--- config.mk ---
export PLATFORM = sky130hd
export DESIGN_NAME = button_debouncer_flat
export DESIGN_NICKNAME = d
export VERILOG_FILES = /design/src/rtl/button_debouncer_if.sv /design/src/rtl/button_debouncer.sv /design/src/flat_wrapper.sv
export SDC_FILE = /design/constraint.sdc
export NUM_CORES = 1
export LEC_CHECK = 0
export ABC_CLOCK_PERIOD_IN_PS = 4059
export BUFFER_PORTS_ARGS = -buffer_cell sky130_fd_sc_hd__buf_2
export CAP_MARGIN = 40
export CORE_ASPECT_RATIO = 1.1
export CORE_MARGIN = 4
export CORE_UTILIZATION = 25
export CTS_BUF_LIST = sky130_fd_sc_hd__clkbuf_4
export CTS_CLUSTER_SIZE = 12
export DETAILED_ROUTE_END_ITERATION = 7
export MAX_ROUTING_LAYER = met4
export SKIP_CTS_REPAIR_TIMING = 1
export SLEW_MARGIN = 10
export SYNTH_ARGS = -nofsm -noshare
export SYNTH_HDL_FRONTEND = slang
export SYNTH_SLANG_ARGS = --single-unit
--- constraint.sdc ---
create_clock -name clk -period 4.06 [get_ports clk]
set_input_delay 0 -clock clk [delete_from_list [all_inputs] [get_ports clk]]
set_output_delay 0 -clock clk [all_outputs]
set_load 0.01 [all_outputs]
--- src/rtl/button_debouncer_if.sv ---
// rtl/button_debouncer_if.sv - raw button input and debounced status signals
// master drives the raw input; slave is the debouncer.
interface button_debouncer_if;
    logic data_in;
    logic data_out;
    logic busy;
    logic reject;

    modport master (
        output data_in,
        input  data_out,
        input  busy,
        input  reject
    );

    modport slave (
        input  data_in,
        output data_out,
        output busy,
        output reject
    );
endinterface

--- src/rtl/button_debouncer.sv ---
// rtl/button_debouncer.sv - synchronise and debounce a bouncy asynchronous input
// data_out flips only after STABLE_CYCLES consecutive samples of the new level.
module button_debouncer #(
    parameter int SYNC_STAGES   = 2,
    parameter int STABLE_CYCLES = 1000
) (
    input  logic               clk,
    input  logic               rst_n,
    button_debouncer_if.slave  bus
);
    localparam int CW = $clog2(STABLE_CYCLES);
    localparam logic [CW-1:0] CNT_LAST = CW'(STABLE_CYCLES - 1);
    localparam logic [CW-1:0] CNT_ONE  = CW'(1);

    typedef enum logic [1:0] {
        IDLE_LO,
        WAIT_HI,
        IDLE_HI,
        WAIT_LO
    } state_t;

    logic [SYNC_STAGES-1:0] sync_r;
    logic                   sync_q;

    state_t          state_q, state_d;
    logic [CW-1:0]   cnt_q, cnt_d;
    logic            data_out_q, data_out_d;
    logic            busy_q, busy_d;
    logic            reject_q, reject_d;

    // Plain shift chain: nothing between stages so each flop gets a full cycle to resolve.
    always_ff @(posedge clk or negedge rst_n) begin
        if (!rst_n) begin
            sync_r <= '0;
        end else begin
            sync_r <= {sync_r[SYNC_STAGES-2:0], bus.data_in};
        end
    end

    assign sync_q = sync_r[SYNC_STAGES-1];

    always_ff @(posedge clk or negedge rst_n) begin
        if (!rst_n) begin
            state_q    <= IDLE_LO;
            cnt_q      <= '0;
            data_out_q <= 1'b0;
            busy_q     <= 1'b0;
            reject_q   <= 1'b0;
        end else begin
            state_q    <= state_d;
            cnt_q      <= cnt_d;
            data_out_q <= data_out_d;
            busy_q     <= busy_d;
            reject_q   <= reject_d;
        end
    end

    always_comb begin
        state_d    = state_q;
        cnt_d      = cnt_q;
        data_out_d = data_out_q;
        reject_d   = 1'b0;

        case (state_q)
            IDLE_LO: begin
                if (sync_q) begin
                    state_d = WAIT_HI;
                    cnt_d   = CNT_ONE;
                end else begin
                    cnt_d   = '0;
                end
            end
            WAIT_HI: begin
                if (!sync_q) begin
                    state_d  = IDLE_LO;
                    cnt_d    = '0;
                    reject_d = 1'b1;
                end else if (cnt_q == CNT_LAST) begin
                    state_d    = IDLE_HI;
                    cnt_d      = '0;
                    data_out_d = 1'b1;
                end else begin
                    cnt_d = cnt_q + CNT_ONE;
                end
            end
            IDLE_HI: begin
                if (!sync_q) begin
                    state_d = WAIT_LO;
                    cnt_d   = CNT_ONE;
                end else begin
                    cnt_d   = '0;
                end
            end
            WAIT_LO: begin
                if (sync_q) begin
                    state_d  = IDLE_HI;
                    cnt_d    = '0;
                    reject_d = 1'b1;
                end else if (cnt_q == CNT_LAST) begin
                    state_d    = IDLE_LO;
                    cnt_d      = '0;
                    data_out_d = 1'b0;
                end else begin
                    cnt_d = cnt_q + CNT_ONE;
                end
            end
            default: begin
                state_d    = IDLE_LO;
                cnt_d      = '0;
                data_out_d = 1'b0;
            end
        endcase

        busy_d = (state_d == WAIT_HI) || (state_d == WAIT_LO);
    end

    assign bus.data_out = data_out_q;
    assign bus.busy     = busy_q;
    assign bus.reject   = reject_q;
endmodule

--- src/flat_wrapper.sv ---
// flat-port wrapper written by rule: the top's interface ports become plain ports
module button_debouncer_flat 
#(
    parameter int SYNC_STAGES   = 2,
    parameter int STABLE_CYCLES = 1000
)
  (clk, rst_n, bus_data_in, bus_data_out, bus_busy, bus_reject);
  button_debouncer_if bus_i ();
  input  logic clk;
  input  logic rst_n;
  input wire logic [$bits(bus_i.data_in)-1:0] bus_data_in;
  output wire logic [$bits(bus_i.data_out)-1:0] bus_data_out;
  output wire logic [$bits(bus_i.busy)-1:0] bus_busy;
  output wire logic [$bits(bus_i.reject)-1:0] bus_reject;
  assign bus_i.data_in = bus_data_in;
  assign bus_data_out = bus_i.data_out;
  assign bus_busy = bus_i.busy;
  assign bus_reject = bus_i.reject;
  button_debouncer #(.SYNC_STAGES(SYNC_STAGES), .STABLE_CYCLES(STABLE_CYCLES)) u_core (.clk(clk), .rst_n(rst_n), .bus(bus_i));
endmodule
==> flow_summary.ini, run 1 <==
[global_route]
grt_usage_pct = 7.98
grt_max_degree = 17
gr-total-overflow = 0
grt_pass1_vias = 516
grt_pass1_wl_mm = 2.27
antenna_found_initial = 0

[final_layout]
fin_area_sq_um = 855
fill_cells = 300
instances_no_fill = 111
final_common_cell = dfrtp_1
layout_common_cells = dfrtp_1 (16), nor2_1 (10), a21oi_1 (5), buf_2 (5)
area_growth_pct = 15.2
register_area_sq_um = 400
finish.utilization_pct = 30.5
layout.nets = 83
drive_above_1_share_pct = 23.1
num_antenna_cells = 0
multiInputGateArea_sq_um = 334

[route]
vias = 546
dr.pass1.iters = 4
first_iter_violations = 9
wirelength_mm = 1.31
viasPerCell = 4.92
wl_per_cell_um = 11.8
ant_nets = 0
drc_errors = 0

[synthesis]
yosysUniqueCellTypes = 28
synth_compound_area_share_pct = 9.61
synth-seq-cells = 16
ys_seq_area_share_pct = 54.0
yosys.area_share.adder_pct = 1.69
synthSimpleGateAreaFrac_pct = 24.6
synth_xor_area_share_pct = 7.08
synth_area_sq_um = 742
synthCells = 67
yosys_warnings = 0
synthMuxAreaShare_pct = 2.02
synth_top_family_by_area = simple AND/OR/NAND/NOR gates
synth_nets = 71
synth.avg_cell_area_sq_um = 11.1

[power]
clock_power_share_pct = 32.3
combPwrFrac_pct = 5.2
seq_power_share_pct = 62.5
power.leakage_nw = 0.360
p_sw_share_pct = 23.1
internal_power_w = 0.000204
peakVddDrop_mv = 0.123
p_switching_w = 0.0000614
p_per_area_nw_per_um2 = 311

[place]
port_buffers = 5
gp_congestion = 0.773
place_area_sq_um = 808
placedCellCount = 105
dp_hpwl_um = 973

[sta]
worstMarginPinSlew_ns = 0.401
rsz0062_at_grt = false
drv_slew = 0
setup_tns_ns = 0
slew_headroom_pct = 73.1
max_freq_ghz = 0.720
hold_ws_ns = 0.137
finalSetupViolCount = 0
fin_crit_sh_pct = 34.2
hold_violations = 0
fin_skew_ns = 0.00308
finalCriticalPeriod_ns = 1.39

[critical_path]
setup.worst_path.start_class = flip-flop
critPathMaxStageDelay_ns = 0.44
r2r-end = u_core.state_q[1]
cp.arrival_ns = 1.57
reg2reg_depth = 3
path_class = reg -> reg
worstPathCellList = and4bb_4, nand4_2, mux2_4
crit_path_end_kind = flip-flop
crit_required_ns = 4.24
r2r_slack_ns = 2.67
crit_fanout = 4
timing.rr.start = u_core.cnt_q[4]
crit_slowest_cell = dfrtp_1

[run]
drv_cap = 0

[clock_network]
cts_tree = done
cts_sinks = 16
cts_buffers = 3
clk_pin_slew_ns = 0.09
cts_max_level = 1
cts_root_buf = clkbuf_4
clockBufferDepth = 2
clock_latency_ns = 0.29

[floorplan]
die_x_um = 59.9
core_sq_um = 2800
ios = 6
initial_core_util_pct = 26.5
die_h_um = 65.1
rows = 20
die-area_sq_um = 3900

[hold_path]
min_path_type = in -> async

[outcome]
status = complete, no violations
-- worst max path at each step --
| stage | endpoint | depth (start not counted) | start | slack, ns |
|---|---|---|---|---|
| final | u_core.state_q[1] | 3 | u_core.cnt_q[4] | 2.67 |
| after global routing | u_core.cnt_q[6] | 5 | u_core.cnt_q[0] | 2.61 |
| after CTS | u_core.state_q[1] | 3 | u_core.cnt_q[4] | 2.69 |
| after detailed placement | u_core.state_q[1] | 3 | u_core.cnt_q[4] | 2.70 |
| after global placement | u_core.state_q[1] | 3 | u_core.cnt_q[4] | 2.74 |
| after floorplan | u_core.state_q[1] | 3 | u_core.cnt_q[4] | 2.79 |
-- per-stage QoR --
step | power (W) | setup WS [ns]
global route | 0.000278 | 2.61
detailed placement | 0.000182 | 2.70
CTS | 0.000267 | 2.69
global placement | 0.000182 | 2.74
floorplan | 0.000175 | 2.79
finish | 0.000265 | 2.67
-- cell families after synthesis --
logic type                 Yosys count
adders and majority gates            1
muxes                                1
xor gates and xnor gates             6
and+or+nand+nor                     30
buffers and inverters                2
DFF                                 16
AOI/OAI and AO/OA                   11
-- area by class of cell --
type | instances | share of cell area (%)
sequential | 16 | 46.9
multi-input combinational | 49 | 39.1
timing repair buffer | 7 | 5.27
tap | 33 | 4.83
clock buffer | 3 | 2.64
inverter | 2 | 0.878
clock inverter | 1 | 0.439
-- power by group through the flow --
stage	Clock [W]	Combinational, W	Sequential (W)
finish	0.0000858	0.0000137	0.000166
global route	0.0000949	0.0000163	0.000166
CTS	0.0000886	0.0000130	0.000166
detailed placement	0	0.0000129	0.000169
global placement	0	0.0000130	0.000169
floorplan	0	0.00000605	0.000169
-- critical path, delay by kind of cell, from the launching register on --
family,cells,cell delay (ns)
and+or+nand+nor,2,0.52
DFF,1,0.44
muxes,1,0.32
-- cells in the mapped netlist (all sizes together) --
master,instances,area (sq um)
and4,1,10.0
xnor2,4,35.0
o21ai,2,13.8
inv,2,7.51
nand2,2,7.51
a31oi,1,6.26
nand3,4,20.0
mux2,1,15.0
nand2b,1,6.26
and2,2,15.0
ha,1,12.5
o221a,1,11.3
xor2,2,17.5
nor2,11,43.8
and3,2,15.0
o21a,1,7.51
nor3,1,5.00
dfrtp,16,400
nor2b,1,6.26
o211ai,1,7.51
nand4,3,25.0
a21oi,5,25.0
and4bb,1,16.3
nor3b,1,12.5
-- layer usage --
| layer | vias up | wire length [um] | GRT usage [%] |
|---|---|---|---|
| met5 | - | 0 | - |
| met4 | 0 | 50 | 5.82 |
| met3 | 5 | 39 | 1.18 |
| met2 | 14 | 655 | 12.3 |
| met1 | 270 | 565 | 9.28 |
| li1 | 257 | - | - |
-- state kept, by name, indices dropped and copies added (netlist names) --
| signal | count |
|---|---|
| u_core.bus.busy | 1 |
| u_core.bus.data_out | 1 |
| u_core.bus.reject | 1 |
| u_core.cnt_q | 10 |
| u_core.state_q | 1 |
| u_core.sync_r | 2 |
Note: power is estimated with default switching activity, not from simulation.
==> inputs of run 2 (changes only) <==
ABC_AREA = 1   (was not set)
ABC_CLOCK_PERIOD_IN_PS = 1100   (was 4059)
clock period = 1.1 ns   (was 4.06 ns; I/O delays follow)
==> run 2 against run 1 <==
Effect of this change:
- the run now ends with negative setup slack left
- die area up 12%
- core utilization up 4.9 points
- sequential share of layout area down 11 points
- routed wire length up 36%
- global-route usage up 0.70 points
- area after synthesis up 14%
- flip-flop and latch count unchanged
- maximum frequency up 13%
- power rose to 3.9 times the previous value
- critical path depth up 3
- largest power group unchanged
- highest routed layer unchanged
==> flow_summary.ini, run 2 <==
[route]
drc_errors = 0
dr.pass1.iters = 4
wl_per_cell_um = 11.3
viasPerCell = 4.53
first_iter_violations = 31
vias = 716
wirelength_mm = 1.78
ant_nets = 0

[critical_path]
path_class = reg -> reg
critical-path-top-delay-family = simple AND/OR/NAND/NOR gates
crit_buf_inv = 0
crit_path_end_kind = flip-flop
cp.arrival_ns = 1.41
crit_slowest_cell = dfrtp_1
setup.worst_path.start_class = flip-flop
worstPathCellList = ha_4, nand2_4, nor2_4, nand2_2, nand2_4, nor3b_2
crit_fanout = 8
cpMostUsedCell = nand2_4
critPathMaxStageDelay_ns = 0.41
crit_required_ns = 1.29

[hold_path]
min_path_type = in -> async

[clock_network]
clk_pin_slew_ns = 0.10
clock_latency_ns = 0.30
cts_max_level = 1
cts_buffers = 3
clockBufferDepth = 2
cts_tree = done
cts_sinks = 16
cts_root_buf = clkbuf_4

[synthesis]
ys.flop_type = dfrtp_1
synthTopCellsByArea = dfrtp_1 (47%), nand2_1 (8.0%), nor2_1 (8.0%)
yosys_warnings = 0
synthCells = 100
synth.avg_cell_area_sq_um = 8.43
yosysUniqueCellTypes = 18
synth_nets = 104
synth_area_sq_um = 843
async_reset_ff_share_pct = 100
synth_commonest_cells = nand2_1 (18), nor2_1 (18), dfrtp_1 (16), inv_1 (13)
yosysTopAreaCell = dfrtp_1
ys_seq_area_share_pct = 47.5
synth-seq-cells = 16
synth_top_area_share_pct = 47.5
synth-edff-count = 0

[floorplan]
ios = 6
die-area_sq_um = 4370
rows = 21
core_sq_um = 3150
initial_core_util_pct = 26.7
die_h_um = 68.9
die_x_um = 63.4

[final_layout]
top_register = u_core.cnt_q
finish.utilization_pct = 35.4
num_antenna_cells = 0
reg.largest.list = u_core.cnt_q (10), u_core.sync_r (2)
layout.nets = 129
largest_reg_flops = 10
drive_above_1_share_pct = 41.1
area_growth_pct = 32.3
fin_area_sq_um = 1120
layout_common_cells = nand2_1 (18), dfrtp_1 (15), nor2_1 (14)
final_common_cell = nand2_1

[place]
place_area_sq_um = 1000
dp_hpwl_mm = 1.26
port_buffers = 5
gp_congestion = 0.813

[sta]
fin_crit_sh_pct = 111
slew_headroom_pct = 75.7
finalSetupViolCount = 13
setup_ws_ns = -0.125
fin_skew_ns = 0.00768
finalCriticalPeriod_ns = 1.23
worstMarginPinSlew_ns = 0.364
hold_violations = 0
drv_slew = 0
rsz0062_at_grt = true
max_freq_ghz = 0.816

[power]
p_per_area_nw_per_um2 = 919
peakVddDrop_mv = 0.390
power.leakage_nw = 0.502

[global_route]
antenna_found_initial = 0
grt_max_degree = 17
grt_usage_pct = 8.69
grt_pass1_vias = 695
grt_pass1_wl_mm = 2.88
gr-total-overflow = 0

[outcome]
violations = negative setup slack
status = finished with violations

[run]
drv_cap = 0
==> run 2: cell count changes in the layout (fill, tap and decap cells not counted), sizes merged, moves of 3 or more <==
cell / change
buf: +13
a21oi: -4
nor2: +13
nand2: +19
nand3: +3
nor3: +4
xnor2: -4
inv: +15
==> run 2: layer usage <==
layer	part of all wire, %	global-route usage, %
met2	52	15.9
met4	1.6	0.809
met1	41	9.33
met5	0	-
met3	5.2	3.40
==> run 2: layout make-up <==
cell class	instances	area (sq um)
Clock buffer	3	22.5
Sequential cell	16	402
Fill cell	326	2040
Inverter	17	63.8
Tap cell	34	42.5
Multi-Input combinational cell	67	439
Clock inverter	1	3.75
Timing Repair Buffer	20	143
==> run 2: kinds of logic after synthesis <==
group	Yosys count	synth area share (%)
flip-flops	16	47.5
AND/OR/NAND/NOR	64	41.8
AO/OA/AOI/OAI	2	1.63
adder cells (fa/ha/maj)	1	1.48
buffers and inverters	17	7.57
==> run 2: through the flow <==
step                      total power [W]  hold slack, ns  instances  worst slack (ns)  setup TNS, ns
after floorplan                  0.000652          -0.296        100           -0.0567         -0.132
after global placement           0.000690         -0.0657        150            -0.102         -0.841
after detailed placement         0.000691         -0.0662        150            -0.121          -1.07
after CTS                         0.00102          -0.390        154            -0.159          -1.34
after global routing              0.00108           0.163        158            -0.212          -2.40
final                             0.00103           0.131        158            -0.125          -1.20
==> run 2: worst paths after layout <==
path	end	cells past startpoint	slack (ns)	from
max	u_core.cnt_q[2]	6	-0.13	u_core.cnt_q[0]
min	u_core.cnt_q[7]	2	0.13	rst_n
max reg2reg	u_core.cnt_q[2]	6	-0.13	u_core.cnt_q[0]
min reg2reg	u_core.sync_r[1]	0	0.36	u_core.sync_r[0]
max in group asynchronous	u_core.cnt_q[3]	2	0.68	rst_n
min in group clk	u_core.sync_r[0]	2	0.33	bus_data_in
==> run 2: report_power, final <==
group          internal, W  switching [W]
Sequential        0.000600     0.00000808
Combinational    0.0000331      0.0000499
Clock             0.000132       0.000202
Total             0.000765       0.000260
==> inputs of run 3 (changes only) <==
CELL_PAD_IN_SITES_DETAIL_PLACEMENT = 0   (was not set)
CELL_PAD_IN_SITES_GLOBAL_PLACEMENT = 1   (was not set)
PLACE_DENSITY_LB_ADDON = 0.1   (was not set)
==> run 3 against run 2 <==
Effect of this change:
- the run still ends with negative setup slack left
- hold slack better by 0.028 ns
- routed wire length up 2.9%
- global-route usage increased by 1.7 points
- non-clock buffer count increased by 3
- count of clock-buffer cells in the layout is the same
- die area is the same
- largest power group unchanged
- critical path depth rose by 2
- via count fell by 3.1%
- sequential share of layout area down 0.11 points
- sequential power about the same
==> flow_summary.ini, run 3 (synthesis results as in run 2) <==
[floorplan]
die_x_um = 63.4
initial_core_util_pct = 26.7
die-area_sq_um = 4370
rows = 21
die_h_um = 68.9
ios = 6
core_sq_um = 3150

[final_layout]
reg.largest.list = u_core.cnt_q (10), u_core.sync_r (2)
top_register = u_core.cnt_q
layout.nets = 132
final_common_cell = nand2_1
finish.utilization_pct = 35.4
area_growth_pct = 32.3
num_antenna_cells = 0
largest_reg_flops = 10
layout_common_cells = nand2_1 (17), nor2_1 (16), dfrtp_1 (16)
drive_above_1_share_pct = 39.4

[sta]
setup_ws_ns = -0.119
slew_headroom_pct = 74.2
finalSetupViolCount = 13
hold_violations = 0
rsz0062_at_grt = true
hold_ws_ns = 0.159
finalCriticalPeriod_ns = 1.22
fin_crit_sh_pct = 111
worstMarginPinSlew_ns = 0.387
fin_skew_ns = 0.0115
setup_tns_ns = -1.11
drv_slew = 0
max_freq_ghz = 0.820

[critical_path]
timing.rr.start = u_core.cnt_q[1]
cp.arrival_ns = 1.42
r2r_slack_ns = -0.12
setup.worst_path.start_class = flip-flop
crit_path_end_kind = flip-flop
crit_fanout = 4
crit_required_ns = 1.30
reg2reg_depth = 8
r2r-end = u_core.bus.data_out
path_class = reg -> reg

[global_route]
grt_pass1_wl_mm = 3.31
antenna_found_initial = 0
grt_usage_pct = 10.3
grt_pass1_vias = 726
gr-total-overflow = 0
grt_max_degree = 17

[outcome]
status = finished with violations
violations = negative setup slack

[clock_network]
cts_buffers = 3
cts_max_level = 1
clk_pin_slew_ns = 0.10
clock_latency_ns = 0.29
cts_tree = done
cts_root_buf = clkbuf_4
clockBufferDepth = 2
cts_sinks = 16

[run]
drv_cap = 0

[power]
power.leakage_nw = 0.538
peakVddDrop_mv = 0.620
p_per_area_nw_per_um2 = 913

[route]
ant_nets = 0
vias = 694
viasPerCell = 4.31
wirelength_mm = 1.83
wl_per_cell_um = 11.4
dr.pass1.iters = 4
first_iter_violations = 10
drc_errors = 0

[place]
dp_slack_ns = -0.167
port_buffers = 5
dp_hpwl_mm = 1.40
gp_congestion = 0.782

[hold_path]
min_path_type = in -> async
## run 3: cell type report
cell class,instances,area [sq um]
Fill cell,330,2040
Inverter,17,63.8
Tap cell,34,42.5
Multi-Input combinational cell,67,414
Timing Repair Buffer,23,169
Clock inverter,1,3.75
Clock buffer,3,22.5
Sequential cell,16,400
## run 3: metal layers
metal | vias to the layer above | share of wire (%) | track usage [%]
li1 | 366 | - | -
met1 | 315 | 49 | 11.7
met2 | 9 | 45 | 17.6
met3 | 4 | 3.8 | 3.40
met4 | 0 | 1.5 | 3.23
met5 | - | 0 | -
## run 3: power by group
group / leakage (nW) / switching [W] / internal, W
Clock: 0.0154 / 0.000194 / 0.000132
Combinational: 0.310 / 0.0000501 / 0.0000365
Sequential: 0.213 / 0.00000633 / 0.000600
## run 3: how the worst max path moves through the flow
stage	from	end	slack, ns	depth (start not counted)
CTS	u_core.cnt_q[1]	u_core.bus.data_out	-0.15	8
floorplan	u_core.cnt_q[0]	u_core.bus.data_out	-0.06	8
global placement	u_core.cnt_q[1]	u_core.bus.data_out	-0.14	8
detailed placement	u_core.cnt_q[1]	u_core.bus.data_out	-0.17	8
global route	u_core.cnt_q[1]	u_core.cnt_q[8]	-0.24	7
finish	u_core.cnt_q[1]	u_core.bus.data_out	-0.12	8
## run 3: metrics by stage
| step | std cells | power (W) | cell area, sq um |
|---|---|---|---|
| floorplan | 100 | 0.000652 | 851 |
| global placement | 154 | 0.000696 | 1030 |
| detailed placement | 154 | 0.000695 | 1030 |
| CTS | 158 | 0.00103 | 1060 |
| global route | 161 | 0.00108 | 1120 |
| finish | 161 | 0.00102 | 1120 |
## run 3: worst max-delay path: stages, from the launching register on
cell and delay [ns]:
dfrtp_1 0.36, ha_2 0.20, nand2_2 0.09, nor2_4 0.13, inv_2 0.04, nor2_2 0.11, nand4_1 0.10, nand2_1 0.07
inv_1 0.03
